$ cat src/rtl/gpu_norm_pkg.sv
// Shared types, default parameters and helpers for the gpu_normalise block.
// Contents:
//   norm_state_e  - FSM state enum (IDLE, SCAN, DONE)
//   DEF_STEP      - default bits examined per scan cycle
//   DEF_NORM_POS  - default target bit position of the leading one
//   NGRP, GW      - group count and group counter width for the default STEP
//   norm_count()  - signed shift count that moves bit msb_index to norm_pos
package gpu_norm_pkg;

    typedef enum logic [1:0] {
        IDLE = 2'd0,
        SCAN = 2'd1,
        DONE = 2'd2
    } norm_state_e;

    localparam int unsigned DEF_STEP     = 4;
    localparam int unsigned DEF_NORM_POS = 22;
    localparam int unsigned NGRP         = 32 / DEF_STEP;
    localparam int unsigned GW           = $clog2(NGRP);

    // Positive result means shift right, negative means shift left.
    function automatic logic [31:0] norm_count(input logic [4:0] msb_index,
                                               input int unsigned norm_pos);
        return 32'(int'({27'b0, msb_index}) - int'(norm_pos));
    endfunction

endpackage

$ cat src/rtl/gpu_norm_grp_enc.sv
// Combinational leading-one detector for one STEP-bit group.
// Ports:
//   grp  in   [STEP-1:0]  group bits, MSB first in significance
//   any  out  1           group is non-zero
//   lz   out  [LZW-1:0]   leading zeros above the first one (0 when any=0)
module gpu_norm_grp_enc #(
    parameter  int unsigned STEP = 4,
    localparam int unsigned LZW  = (STEP > 1) ? $clog2(STEP) : 1
) (
    input  logic [STEP-1:0] grp,
    output logic            any,
    output logic [LZW-1:0]  lz
);

    // Ascending scan so the highest set bit writes last and wins.
    always_comb begin
        any = |grp;
        lz  = '0;
        for (int unsigned i = 0; i < STEP; i++) begin
            if (grp[i]) begin
                lz = LZW'(STEP - 1 - i);
            end
        end
    end

endmodule

$ cat src/rtl/gpu_normalise.sv
// Iterative normaliser: finds the leading one of a 32-bit operand, STEP bits
// per cycle from the MSB, and returns the signed shift count that moves it to
// bit NORM_POS (positive = shift right, negative = shift left).
// Ports:
//   clk, reset            clock, asynchronous active-high reset
//   norm_start / normd    request and operand, accepted only while norm_ready
//   norm_ready            high in IDLE only
//   norm_valid / norm_ack result handshake; result held until acknowledged
//   normq                 signed count msb_index - NORM_POS
//   norm_zero             operand was zero (normq = 0)
// Build option: GPU_NORM_EARLY_EXIT_EN ends the scan on the first non-zero
// group; without it the scan always takes 32/STEP cycles.
module gpu_normalise
    import gpu_norm_pkg::*;
#(
    parameter int unsigned STEP     = DEF_STEP,
    parameter int unsigned NORM_POS = DEF_NORM_POS
) (
    input  logic        clk,
    input  logic        reset,
    input  logic        norm_start,
    input  logic [31:0] normd,
    output logic        norm_ready,
    output logic        norm_valid,
    input  logic        norm_ack,
    output logic [31:0] normq,
    output logic        norm_zero
);

    localparam int unsigned GRP_N = 32 / STEP;
    localparam int unsigned CNT_W = (GRP_N > 1) ? $clog2(GRP_N) : 1;
    localparam int unsigned LZW   = (STEP > 1) ? $clog2(STEP) : 1;

    norm_state_e       state, state_nxt;
    logic [CNT_W-1:0]  grp_cnt, grp_cnt_nxt;
    logic [31:0]       opnd, opnd_nxt;
    logic              found, found_nxt;
    logic [4:0]        msb, msb_nxt;
    logic [31:0]       normq_nxt;
    logic              norm_zero_nxt, norm_valid_nxt, norm_ready_nxt;

    logic              grp_any;
    logic [LZW-1:0]    grp_lz;
    logic [4:0]        msb_here;
    logic              hit;
    logic [4:0]        hit_msb;
    logic              done_now;

    // Operand shifts left each scan cycle, so the current group is always on top.
    gpu_norm_grp_enc #(.STEP(STEP)) u_grp_enc (
        .grp (opnd[31 -: STEP]),
        .any (grp_any),
        .lz  (grp_lz)
    );

    assign msb_here = 5'(32'd31 - 32'(grp_cnt) * 32'(STEP) - 32'(grp_lz));

    // State and result registers.
    always_ff @(posedge clk or posedge reset) begin
        if (reset) begin
            state      <= IDLE;
            grp_cnt    <= '0;
            opnd       <= '0;
            found      <= 1'b0;
            msb        <= '0;
            normq      <= '0;
            norm_zero  <= 1'b0;
            norm_valid <= 1'b0;
            norm_ready <= 1'b1;
        end else begin
            state      <= state_nxt;
            grp_cnt    <= grp_cnt_nxt;
            opnd       <= opnd_nxt;
            found      <= found_nxt;
            msb        <= msb_nxt;
            normq      <= normq_nxt;
            norm_zero  <= norm_zero_nxt;
            norm_valid <= norm_valid_nxt;
            norm_ready <= norm_ready_nxt;
        end
    end

    // Next-state and next-output logic.
    always_comb begin
        state_nxt      = state;
        grp_cnt_nxt    = grp_cnt;
        opnd_nxt       = opnd;
        found_nxt      = found;
        msb_nxt        = msb;
        normq_nxt      = normq;
        norm_zero_nxt  = norm_zero;
        norm_valid_nxt = norm_valid;
        norm_ready_nxt = norm_ready;
        hit            = found | grp_any;
        hit_msb        = found ? msb : msb_here;
        done_now       = 1'b0;

        case (state)
            IDLE: begin
                if (norm_start) begin
                    state_nxt      = SCAN;
                    opnd_nxt       = normd;
                    grp_cnt_nxt    = '0;
                    found_nxt      = 1'b0;
                    msb_nxt        = '0;
                    norm_ready_nxt = 1'b0;
                end
            end
            SCAN: begin
                opnd_nxt    = opnd << STEP;
                grp_cnt_nxt = grp_cnt + CNT_W'(1);
                if (grp_any && !found) begin
                    found_nxt = 1'b1;
                    msb_nxt   = msb_here;
                end
`ifdef GPU_NORM_EARLY_EXIT_EN
                done_now = grp_any || (grp_cnt == CNT_W'(GRP_N - 1));
`else
                done_now = (grp_cnt == CNT_W'(GRP_N - 1));
`endif
                if (done_now) begin
                    state_nxt      = DONE;
                    norm_valid_nxt = 1'b1;
                    norm_zero_nxt  = !hit;
                    normq_nxt      = hit ? norm_count(hit_msb, NORM_POS) : '0;
                end
            end
            DONE: begin
                // A start coinciding with the ack is dropped: state is still DONE.
                if (norm_ack) begin
                    state_nxt      = IDLE;
                    norm_valid_nxt = 1'b0;
                    norm_ready_nxt = 1'b1;
                end
            end
            default: begin
                state_nxt = IDLE;
            end
        endcase
    end

endmodule
$ cat config.mk
export PLATFORM = sky130hd
export DESIGN_NAME = gpu_normalise
export DESIGN_NICKNAME = d
export VERILOG_FILES = /design/src/rtl/gpu_norm_pkg.sv /design/src/rtl/gpu_norm_grp_enc.sv /design/src/rtl/gpu_normalise.sv
export SDC_FILE = /design/constraint.sdc
export NUM_CORES = 1
export LEC_CHECK = 0
export ABC_CLOCK_PERIOD_IN_PS = 2170
export CORE_ASPECT_RATIO = 1.5
export CORE_MARGIN = 10
export CORE_UTILIZATION = 48
export DETAILED_ROUTE_END_ITERATION = 10
export PLACE_DENSITY_LB_ADDON = 0.2
export SLEW_MARGIN = 20
export SYNTH_ARGS = -nofsm -noshare
export SYNTH_HDL_FRONTEND = slang
export SYNTH_SLANG_ARGS = --single-unit
$ cat constraint.sdc
create_clock -name clk -period 2.17 [get_ports clk]
set_clock_uncertainty 0.2 [all_clocks]
set_input_delay 0.434 -clock clk [delete_from_list [all_inputs] [get_ports clk]]
set_output_delay 0.434 -clock clk [all_outputs]
set_load 0.02 [all_outputs]
==> results.sh <==
export IMPL_design_area_mm2=0.00341
export IMPL_drt_iter0_drc=108
export IMPL_nets=364
export IMPL_slowest_delay_ns=0.60
export IMPL_crit_required_ns=1.54
export IMPL_cp_top_family="buffers and inverters"
export IMPL_cp_max_fo=3
export IMPL_synth_area_leaders="dfrtp_1, buf_4, o21ai_0"
export IMPL_max_freq_mhz=480
export IMPL_syn_inst=276
export IMPL_r2r_slack_ns=0.30
export IMPL_fp_dieH_um=111
export IMPL_hold_violations=0
export IMPL_cts_sinks=52
export IMPL_status="completed"
export IMPL_dpl_hpwl_mm=4.73
export IMPL_grt_pass1_wl_mm=10.1
export IMPL_worst_slew_pin_slew_ns=0.438
export IMPL_ys_types=34
export IMPL_tritoncts="yes"
export IMPL_layout_min_cycle_time_ns=2.08
export IMPL_antenna_left=0
export IMPL_startpoint_type="flip-flop"
export IMPL_grt_pass1_vias=2069
export IMPL_cts_root_buf="clkbuf_8"
export IMPL_syn_area_per_cell_um2=9.57
export IMPL_synth_compound_gate_area_share_pct=18.2
export IMPL_ys_seq_area_share_pct=49.3
export IMPL_reg2regPathDepth=5
export IMPL_synth_mux_area_share_pct=5.78
export IMPL_clock_path_buffers=2
export IMPL_initial_core_util_pct=48.8
export IMPL_numPortBuffers=70
export IMPL_power_density_mw_per_mm2=1400
export IMPL_period_share_pct=96.0
export IMPL_critPathArrivalTime_ns=1.45
export IMPL_fillers=461
export IMPL_post_drt_wl_per_cell_um=15.7
export IMPL_cp_cell_sequence="clkdlybuf4s50_1"
export IMPL_setup_tns_ns=0
export IMPL_vdd_drop_max_mv=0.605
export IMPL_ys_ff_latch=52
export IMPL_crit_buf_inv=1
export IMPL_synth_top_family_by_area="compound AO/OA/AOI/OAI gates"
export IMPL_grt_max_degree=33
export IMPL_cts_buffers=5
export IMPL_synthAdderAreaFrac_pct=1.42
export IMPL_maxSlewHeadroom_pct=70.8
export IMPL_dpl_cell_area_mm2=0.00328
export IMPL_ys_warn_count=0
export IMPL_drc=0
export IMPL_wl_mm=6.20
export IMPL_timing_rr_end="normq[3]"
export IMPL_die_w_um=80.6
export IMPL_post_cts_setup_buffers=0
export IMPL_clk_latency_ns=0.30
export IMPL_io_pins=71
export IMPL_row_count=33
export IMPL_area_delta_synth_final_pct=29.0
export IMPL_final_layout_size_suffix_gt1_share_pct=8.28
export IMPL_syn_area_mm2=0.00264
export IMPL_r2r_start="grp_cnt[1]"
export IMPL_synth_nets=315
export IMPL_p_leak_nw=1.66
export IMPL_drv_slew=0
export IMPL_cts_htree_levels=2
export IMPL_antenna_cells=0
export IMPL_dr_pass1_iters=4
export IMPL_end_kind="primary output"
export IMPL_path_clk_slew_ns=0.09
export IMPL_die_area_mm2=0.00893
export IMPL_num_vias=2100
export IMPL_yosysTopAreaCellShare_pct=48.3
export IMPL_gp_congestion=0.825
export IMPL_antenna_found_initial=0
export IMPL_rsz0062_at_grt="no"
export IMPL_synthXorXnorAreaFrac_pct=0.332
export IMPL_synth_top_area_cell="dfrtp_1"
export IMPL_crit_path_top_delay_cell="clkdlybuf4s50_1"
export IMPL_vias_per_cell=5.30
export IMPL_synth_simple_area_share_pct=13.8
export IMPL_drv_cap=0
export IMPL_coreArea_mm2=0.00541
export IMPL_finalSetupViolCount=0
export IMPL_grt_total_usage_pct=13.9
export IMPL_grt_overflow=0
export IMPL_hold_class="primary input to asynchronous set/reset pin"
export IMPL_crit_type="flip-flop to primary output"
==> area by class of cell <==
class,instances,area (µm²),share of cell area (%)
flip-flops and latches,52,1300,38.2
multi-input cells,176,1040,30.7
repair buffers,84,841,24.7
well taps,70,87.6,2.57
clock buffers,6,72.6,2.13
clock inverters,2,35.0,1.03
inverters,6,22.5,0.661
==> cells in the final DEF, fill, tap and decap left out, types with 2 or more instances in the layout <==
cell type	instances
dfrtp_1	51
clkdlybuf4s50_1	43
nand2_1	40
o21ai_0	38
and2_1	16
dlymetal6s2s_1	15
a31oi_1	14
mux2i_1	13
buf_4	13
dlygate4sd2_1	12
a22o_1	8
a21oi_1	8
nor2b_1	5
nand3_1	5
clkbuf_8	5
inv_1	4
nand2b_1	3
o21ai_1	3
a22oi_1	3
ha_1	3
inv_2	2
o21ai_2	2
or3_1	2
nor2_1	2
o31ai_1	2
==> how the worst max path moves through the flow <==
stage / start / to / slack (ns) / cells after the start
CTS: normq[30] / normq[16] / 0.003 / 2
floorplan: reset / found / 0.28 / 1
global route: norm_ready / norm_ready / 0.03 / 1
detailed placement: norm_start / msb[1] / 0.13 / 5
global placement: norm_start / msb[1] / 0.21 / 5
finish: norm_ready / norm_ready / 0.09 / 1
==> power by group <==
group          switching, mW  leakage (nW)  internal, mW
Clock                  0.313        0.0552         0.343
Sequential             0.292         0.660          1.38
Combinational           1.34         0.940          1.10
==> state kept, by name, indices dropped and copies added, names as in the netlist <==
register / flops
opnd: 32
normq: 6
msb: 5
grp_cnt: 3
state: 2
found: 1
norm_ready: 1
norm_valid: 1
norm_zero: 1
==> repair_timing <==
action / in CTS / in global routing
gates resized for setup: 12 / 15
setup endpoints to repair: 27 / 15
cloned: 0 / 0
hold buffers: 0 / 0
==> cell families (layout without fill, tap and decap cells) <==
kind of cell    count (synthesis)  after routing
compound gates                 81             81
simple gates                   76             76
flops                          52             52
buf+inv                        48             98
mux                            15             15
fa+ha+maj                       3              3
xor+xnor                        1              1
==> Yosys cell counts <==
library cell,n
dfrtp_1,51
nand2_1,40
o21ai_0,38
buf_4,26
and2_1,16
a31oi_1,14
mux2i_1,13
clkbuf_1,9
a21oi_1,8
a22o_1,8
buf_2,6
inv_1,5
nand3_1,5
nor2b_1,5
a22oi_1,3
ha_1,3
nand2b_1,3
o21ai_1,3
nor2_1,2
o21ai_2,2
o31ai_1,2
or3_1,2
a211oi_1,1
a31o_1,1
and2b_1,1
buf_6,1
dfstp_2,1
inv_2,1
mux2_1,1
mux2_2,1
nor4_1,1
o22ai_1,1
or2_1,1
xnor2_1,1
==> per-layer routing <==
layer / GRT usage [%] / wire length, µm
met5: 0 / 0
met4: 4.72 / 106
met3: 4.06 / 314
met2: 24.5 / 3240
met1: 15.0 / 2540
==> stage by stage <==
step | worst slack [ns] | power [mW] | util (%) | cells | hold slack, ns
2_1_floorplan | 0.280 | 3.53 | - | 276 | 0.242
3_3_place_gp | 0.207 | 4.20 | 60.6 | 388 | 0.255
3_5_place_dp | 0.132 | 4.28 | 60.6 | 388 | 0.265
4_1_cts | 0.00335 | 4.85 | 62.3 | 396 | 0.212
5_1_grt | 0.0310 | 5.15 | 63.0 | 396 | 0.243
6_report | 0.0860 | 4.77 | 63.0 | 396 | 0.203
(Power assumes the default switching activity.)
